===== src/rtl/fetch_unit.sv =====
// Instruction-fetch front end: credit-limited request issue, in-order tag FIFO and DEPTH-entry prefetch queue.
// Optional FETCH_PERF_EN macro adds saturating perf_fetched / perf_squashed counters.
module fetch_unit #(
  parameter int PC_W = 9,
  parameter int INS_W = 32,
  parameter int DEPTH = 4,
  parameter logic [PC_W-1:0] RESET_PC = '0
) (
  input  logic                           clk,
  input  logic                           reset,
  output logic                           imem_req_valid,
  output logic [PC_W-1:0]                imem_req_addr,
  input  logic                           imem_req_ready,
  input  logic                           imem_rsp_valid,
  input  logic [INS_W-1:0]               imem_rsp_data,
  input  logic                           redirect,
  input  logic [PC_W-1:0]                redirect_pc,
  input  logic                           halt,
  output logic                           id_valid,
  output logic [PC_W-1:0]                id_pc,
  output logic [INS_W-1:0]               id_instr,
  input  logic                           id_ready,
  output logic [$clog2(DEPTH+1)-1:0]     occupancy
`ifdef FETCH_PERF_EN
  ,
  output logic [31:0]                    perf_fetched,
  output logic [31:0]                    perf_squashed
`endif
);

  localparam int CW = $clog2(DEPTH + 1);
  localparam int AW = $clog2(DEPTH);

  logic [PC_W-1:0]  fetch_pc_q, fetch_pc_d;
  logic [CW-1:0]    occ_q, occ_d;
  logic [CW-1:0]    outst_q, outst_d;
  logic [CW-1:0]    drop_q, drop_d;
  logic [AW-1:0]    q_head_q, q_head_d, q_tail_q, q_tail_d;
  logic [AW-1:0]    t_head_q, t_head_d, t_tail_q, t_tail_d;

  logic [PC_W-1:0]  q_pc_mem  [DEPTH];
  logic [INS_W-1:0] q_ins_mem [DEPTH];
  logic [PC_W-1:0]  tag_mem   [DEPTH];

  logic [CW:0]      credit_sum;
  logic             accept, pop, rsp_drop, push;
  logic             unused_redirect_lsbs;

  assign unused_redirect_lsbs = ^redirect_pc[1:0];

  assign credit_sum     = (CW+1)'(occ_q) + (CW+1)'(outst_q);
  assign imem_req_valid = reset && !redirect && !halt && (credit_sum < (CW+1)'(DEPTH));
  assign imem_req_addr  = fetch_pc_q;
  assign accept         = imem_req_valid && imem_req_ready;
  assign pop            = (occ_q != '0) && id_ready;
  // A response is discarded if it belongs to a squashed stream or lands in the redirect cycle.
  assign rsp_drop       = imem_rsp_valid && (redirect || (drop_q != '0));
  assign push           = imem_rsp_valid && !rsp_drop;

  assign id_valid  = (occ_q != '0);
  assign id_pc     = id_valid ? q_pc_mem[q_head_q] : '0;
  assign id_instr  = id_valid ? q_ins_mem[q_head_q] : '0;
  assign occupancy = occ_q;

  always_comb begin
    fetch_pc_d = fetch_pc_q;
    occ_d      = occ_q;
    outst_d    = outst_q + CW'(accept) - CW'(imem_rsp_valid);
    drop_d     = drop_q;
    q_head_d   = q_head_q;
    q_tail_d   = q_tail_q;
    t_head_d   = imem_rsp_valid ? t_head_q + 1'b1 : t_head_q;
    t_tail_d   = accept ? t_tail_q + 1'b1 : t_tail_q;
    if (accept) begin
      fetch_pc_d = fetch_pc_q + PC_W'(4);
    end
    if (redirect) begin
      occ_d      = '0;
      q_head_d   = '0;
      q_tail_d   = '0;
      drop_d     = outst_q - CW'(imem_rsp_valid);
      fetch_pc_d = {redirect_pc[PC_W-1:2], 2'b00};
    end else begin
      occ_d = occ_q + CW'(push) - CW'(pop);
      if (push) begin
        q_tail_d = q_tail_q + 1'b1;
      end
      if (pop) begin
        q_head_d = q_head_q + 1'b1;
      end
      if (imem_rsp_valid && (drop_q != '0)) begin
        drop_d = drop_q - 1'b1;
      end
    end
  end

  always_ff @(posedge clk) begin
    if (!reset) begin
      fetch_pc_q <= RESET_PC;
      occ_q      <= '0;
      outst_q    <= '0;
      drop_q     <= '0;
      q_head_q   <= '0;
      q_tail_q   <= '0;
      t_head_q   <= '0;
      t_tail_q   <= '0;
    end else begin
      fetch_pc_q <= fetch_pc_d;
      occ_q      <= occ_d;
      outst_q    <= outst_d;
      drop_q     <= drop_d;
      q_head_q   <= q_head_d;
      q_tail_q   <= q_tail_d;
      t_head_q   <= t_head_d;
      t_tail_q   <= t_tail_d;
    end
  end

  // Storage arrays carry no reset; validity is tracked entirely by the pointers and occupancy.
  always_ff @(posedge clk) begin
    if (accept) begin
      tag_mem[t_tail_q] <= fetch_pc_q;
    end
    if (push) begin
      q_pc_mem[q_tail_q]  <= tag_mem[t_head_q];
      q_ins_mem[q_tail_q] <= imem_rsp_data;
    end
  end

`ifdef FETCH_PERF_EN
  logic [31:0] fetched_q, fetched_d, squashed_q, squashed_d;
  logic [32:0] fetched_sum, squashed_sum;
  logic [CW-1:0] flushed;

  assign perf_fetched  = fetched_q;
  assign perf_squashed = squashed_q;

  always_comb begin
    flushed      = redirect ? occ_q - CW'(pop) : '0;
    fetched_sum  = {1'b0, fetched_q} + 33'(push);
    squashed_sum = {1'b0, squashed_q} + 33'(rsp_drop) + 33'(flushed);
    fetched_d    = fetched_sum[32] ? 32'hFFFF_FFFF : fetched_sum[31:0];
    squashed_d   = squashed_sum[32] ? 32'hFFFF_FFFF : squashed_sum[31:0];
  end

  always_ff @(posedge clk) begin
    if (!reset) begin
      fetched_q  <= '0;
      squashed_q <= '0;
    end else begin
      fetched_q  <= fetched_d;
      squashed_q <= squashed_d;
    end
  end
`endif

endmodule

===== config.mk =====
export PLATFORM = sky130hd
export DESIGN_NAME = fetch_unit
export DESIGN_NICKNAME = d
export VERILOG_FILES = /design/src/rtl/fetch_unit.sv
export SDC_FILE = /design/constraint.sdc
export NUM_CORES = 1
export LEC_CHECK = 0
export CAP_MARGIN = 20
export CORE_ASPECT_RATIO = 1.25
export CORE_MARGIN = 1.5
export CORE_UTILIZATION = 45
export DETAILED_ROUTE_END_ITERATION = 16
export PLACE_DENSITY = 0.67
export SETUP_SLACK_MARGIN = 0.02
export SYNTH_ARGS = -nofsm -noshare
export SYNTH_HDL_FRONTEND = slang
export SYNTH_SLANG_ARGS = --single-unit

===== constraint.sdc =====
create_clock -name clk -period 3.4 [get_ports clk]
set_input_delay 0.68 -clock clk [delete_from_list [all_inputs] [get_ports clk]]
set_output_delay 0.68 -clock clk [all_outputs]
set_load 0.1 [all_outputs]

==> results.tsv <==
stage	metric	value	unit
synth	Unique masters post-synth	43	
floorplanning	die area	19700	um^2
finish	Layout fillers	1317	
critical_path	critical path type	register to output pin	
clock_tree	cts bufs inserted	22	
routing	drt initial violations	194	
finish	layout cells sized above 1	0.260	
synth	Netlist Area Pre-Place	8470	um^2
routing	routed wl met3	796	um
power	Pint	4.85	mW
placed_design	Cells after DPL	769	
synth	simple-gate share of the synthesized area	0.0689	
power	logic gate share of total power	0.155	
sta	worst slew pin tran	0.621	ns
critical_path	CP Launch Type	register	
power	PD cells	593	nW/um^2
synth	Seq/Total Area, Yosys	0.719	
synth	post-synthesis xor/xnor area fraction	0.0134	
sta	endpoints failing hold	0	
placed_design	GPL Wtd Cong	0.740	
finish	layout overhead on the synthesized area	28.6	%
floorplanning	Die W	126	um
synth	Mapped Cells	456	
sta	Final Skew	0.00830	ns
critical_path	WP data required	2.72	ns
power	switching pwr	1.60	mW
power	Clock power frac	0.384	
synth	#FFs+latches synth	212	
synth	Synth async-reset ratio	0	
routing	Routed Antenna Nets	0	
finish	Finished Core Util	0.597	
power	VDD IR max	303	uV
synth	Synth Area in Adders	0.0328	
synth	Main synth FF type	edfxtp_1	
floorplanning	Core Box Area	18200	um^2
synth	multiplexer share of the synthesized area	0.124	
routing	top sig layer	met4	
synth	post-synthesis compound-gate area fraction	0.0198	
placed_design	DP Area	10100	um^2
sta	fin crit period	2.98	ns
finish	Layout Nets	634	
finish	commonest cells after routing, fill and taps aside	184 x edfxtp_1, 53 x and2_1, 46 x mux4_2	
clock_tree	worst skew pair latency	0.50	ns
sta	RSZ-0062 raised after global routing	false	
power	Power Total	6.45	mW
global_routing	grt total ovfl	0	
routing	routed via count	4315	
power	Seq pwr share	0.461	
routing	WL met1	6240	um
synth	yosys warns	0	
sta	Total Neg Setup Slack	0	ns
floorplanning	FP Rows	55	
critical_path	critical path arrival	2.30	ns
clock_tree	Clock Path Buffers	3	
finish	ANT cells	0	
critical_path	Worst Path Max Fanout	31	
sta	relative slew slack	0.586	
sta	# setup viols final	0	
floorplanning	DIE HEIGHT	156	um
finish	most common cell after layout, fill and taps aside	edfxtp_1	
global_routing	Total GRT Usage	0.157	
placed_design	number of port buffers	96	
clock_tree	Max H-tree Level	1	
routing	drt wl/cell	18.8	um
clock_tree	cts repair resizes	0	
critical_path	CP Capture Type	output pin	
floorplanning	I/O pin count	103	
clock_tree	CTS Root Cell	clkbuf_16	
routing	Post-route DRC	0	
min_path	min-delay worst type	register to register	
synth	largest family of logic cells by synthesized area	multiplexers	
sta	final slew viol count	0	
clock_tree	CTS tree	done	
routing	DRT Pass-1 Iters	4	
global_routing	vias in the first global route	4537	
sta	period utilisation layout	0.877	
global_routing	initial antenna violation count	0	
clock_tree	clock slew at reported path FFs	0.06	ns
floorplanning	Starting Density	0.464	
synth	Post-synth EDFFs	184	
global_routing	largest net degree at the start of global routing	42	
finish	Design Area, Final	10900	um^2
synth	Avg Cell Area, Syn	18.6	um^2
placed_design	detailed placement HPWL	9430	um
power	Sw Share	0.248	
routing	Vias/cell	5.33	
clock_tree	# Post-CTS Setup Buffers	0	
sta	Max Freq	335	MHz
routing	Total Routed Length	15200	um
clock_tree	Hold Buf Count CTS	0	
power	LEAKAGE	3.69	nW
finish	post-route insts no fill	809	
run_status	status	complete, no violations	
routing	routed wl met2	7870	um
global_routing	first-pass GRT wire length	24300	um
run	# Max-Cap Violations	0	
clock_tree	clock sink count	212	
[area by class of cell]
class / count / area (um^2) / area share
clock buffers: 33 / 653 / 0.0600
clock inverters: 7 / 113 / 0.0103
repair buffers: 107 / 1480 / 0.136
well taps: 228 / 285 / 0.0262
multi-input cells: 205 / 2210 / 0.203
inverters: 17 / 63.8 / 0.00586
flip-flops and latches: 212 / 6090 / 0.559
[state kept, by name, summed over array words and instances (netlist names), named ones only]
| signal | cells |
|---|---|
| drop_q | 3 |
| imem_req_addr | 7 |
| occupancy | 3 |
| outst_q | 3 |
| q_head_q | 2 |
| q_ins_mem | 128 |
| q_pc_mem | 28 |
| q_tail_q | 2 |
| t_head_q | 2 |
| t_tail_q | 2 |
| tag_mem | 28 |
[path summary, 6_finish.rpt]
path	start	slack (ns)	end	depth (start not counted)
setup reg to reg	occupancy[2]	0.73	outst_q[2]	12
hold / removal	t_tail_q[1]	0.51	t_tail_q[1]	2
setup / recovery	register	0.42	id_pc[8]	4
hold reg to reg	t_tail_q[1]	0.51	t_tail_q[1]	2
[logic make-up (layout without fill, tap and decap cells)]
kind of cell	count (synthesis)	in the layout
flops	212	212
other cells	1	4
xor+xnor	13	13
compound gates	21	21
mux	47	47
simple gates	99	99
buf+inv	42	164
fa+ha+maj	21	21
[per-stage QoR]
| stage | worst slack (ns) | hold slack (ns) |
|---|---|---|
| floorplan | 0.0718 | 0.476 |
| global placement | 0.271 | 0.490 |
| detailed placement | 0.152 | 0.505 |
| CTS | 0.318 | 0.513 |
| global route | 0.254 | 0.547 |
| finish | 0.417 | 0.509 |
[Yosys cell counts, types with 3 or more instances]
library cell / instances / area [um^2]
o21ai_0: 3 / 15.0
mux4_2: 46 / 1040
nor2_1: 7 / 26.3
clkbuf_1: 13 / 48.8
inv_1: 16 / 60.1
buf_2: 5 / 25.0
nand3_1: 4 / 20.0
nor2b_1: 3 / 18.8
dfxtp_1: 28 / 561
nand2_1: 10 / 37.5
buf_4: 5 / 37.5
nor3_1: 3 / 15.0
ha_1: 19 / 238
o31a_1: 3 / 26.3
and2_1: 57 / 357
nand2b_1: 3 / 18.8
edfxtp_1: 184 / 5530
xnor2_1: 11 / 96.3
[worst max-delay path, cell delays in order, from the launching register on]
cell,delay [ns]
dfxtp_2,0.54
buf_12,0.32
mux4_2,0.53
and2_1,0.22
buf_12,0.18
[per-layer routing]
metal / global-route usage / vias up
met5: 0 / -
met1: 0.198 / 2196
met2: 0.282 / 128
li1: - / 1967
met4: 0.0444 / 0
met3: 0.0253 / 24
[power by group through the flow]
stage,logic (mW),clock network [mW],registers (mW)
final,1.00,2.48,2.97
after global routing,1.06,2.63,2.98
after CTS,1.01,2.53,2.97
after detailed placement,1.01,0,3.03
after global placement,0.994,0,3.02
after floorplan,0.617,0,3.06
No activity file was read; power rests on OpenSTA's default activity.
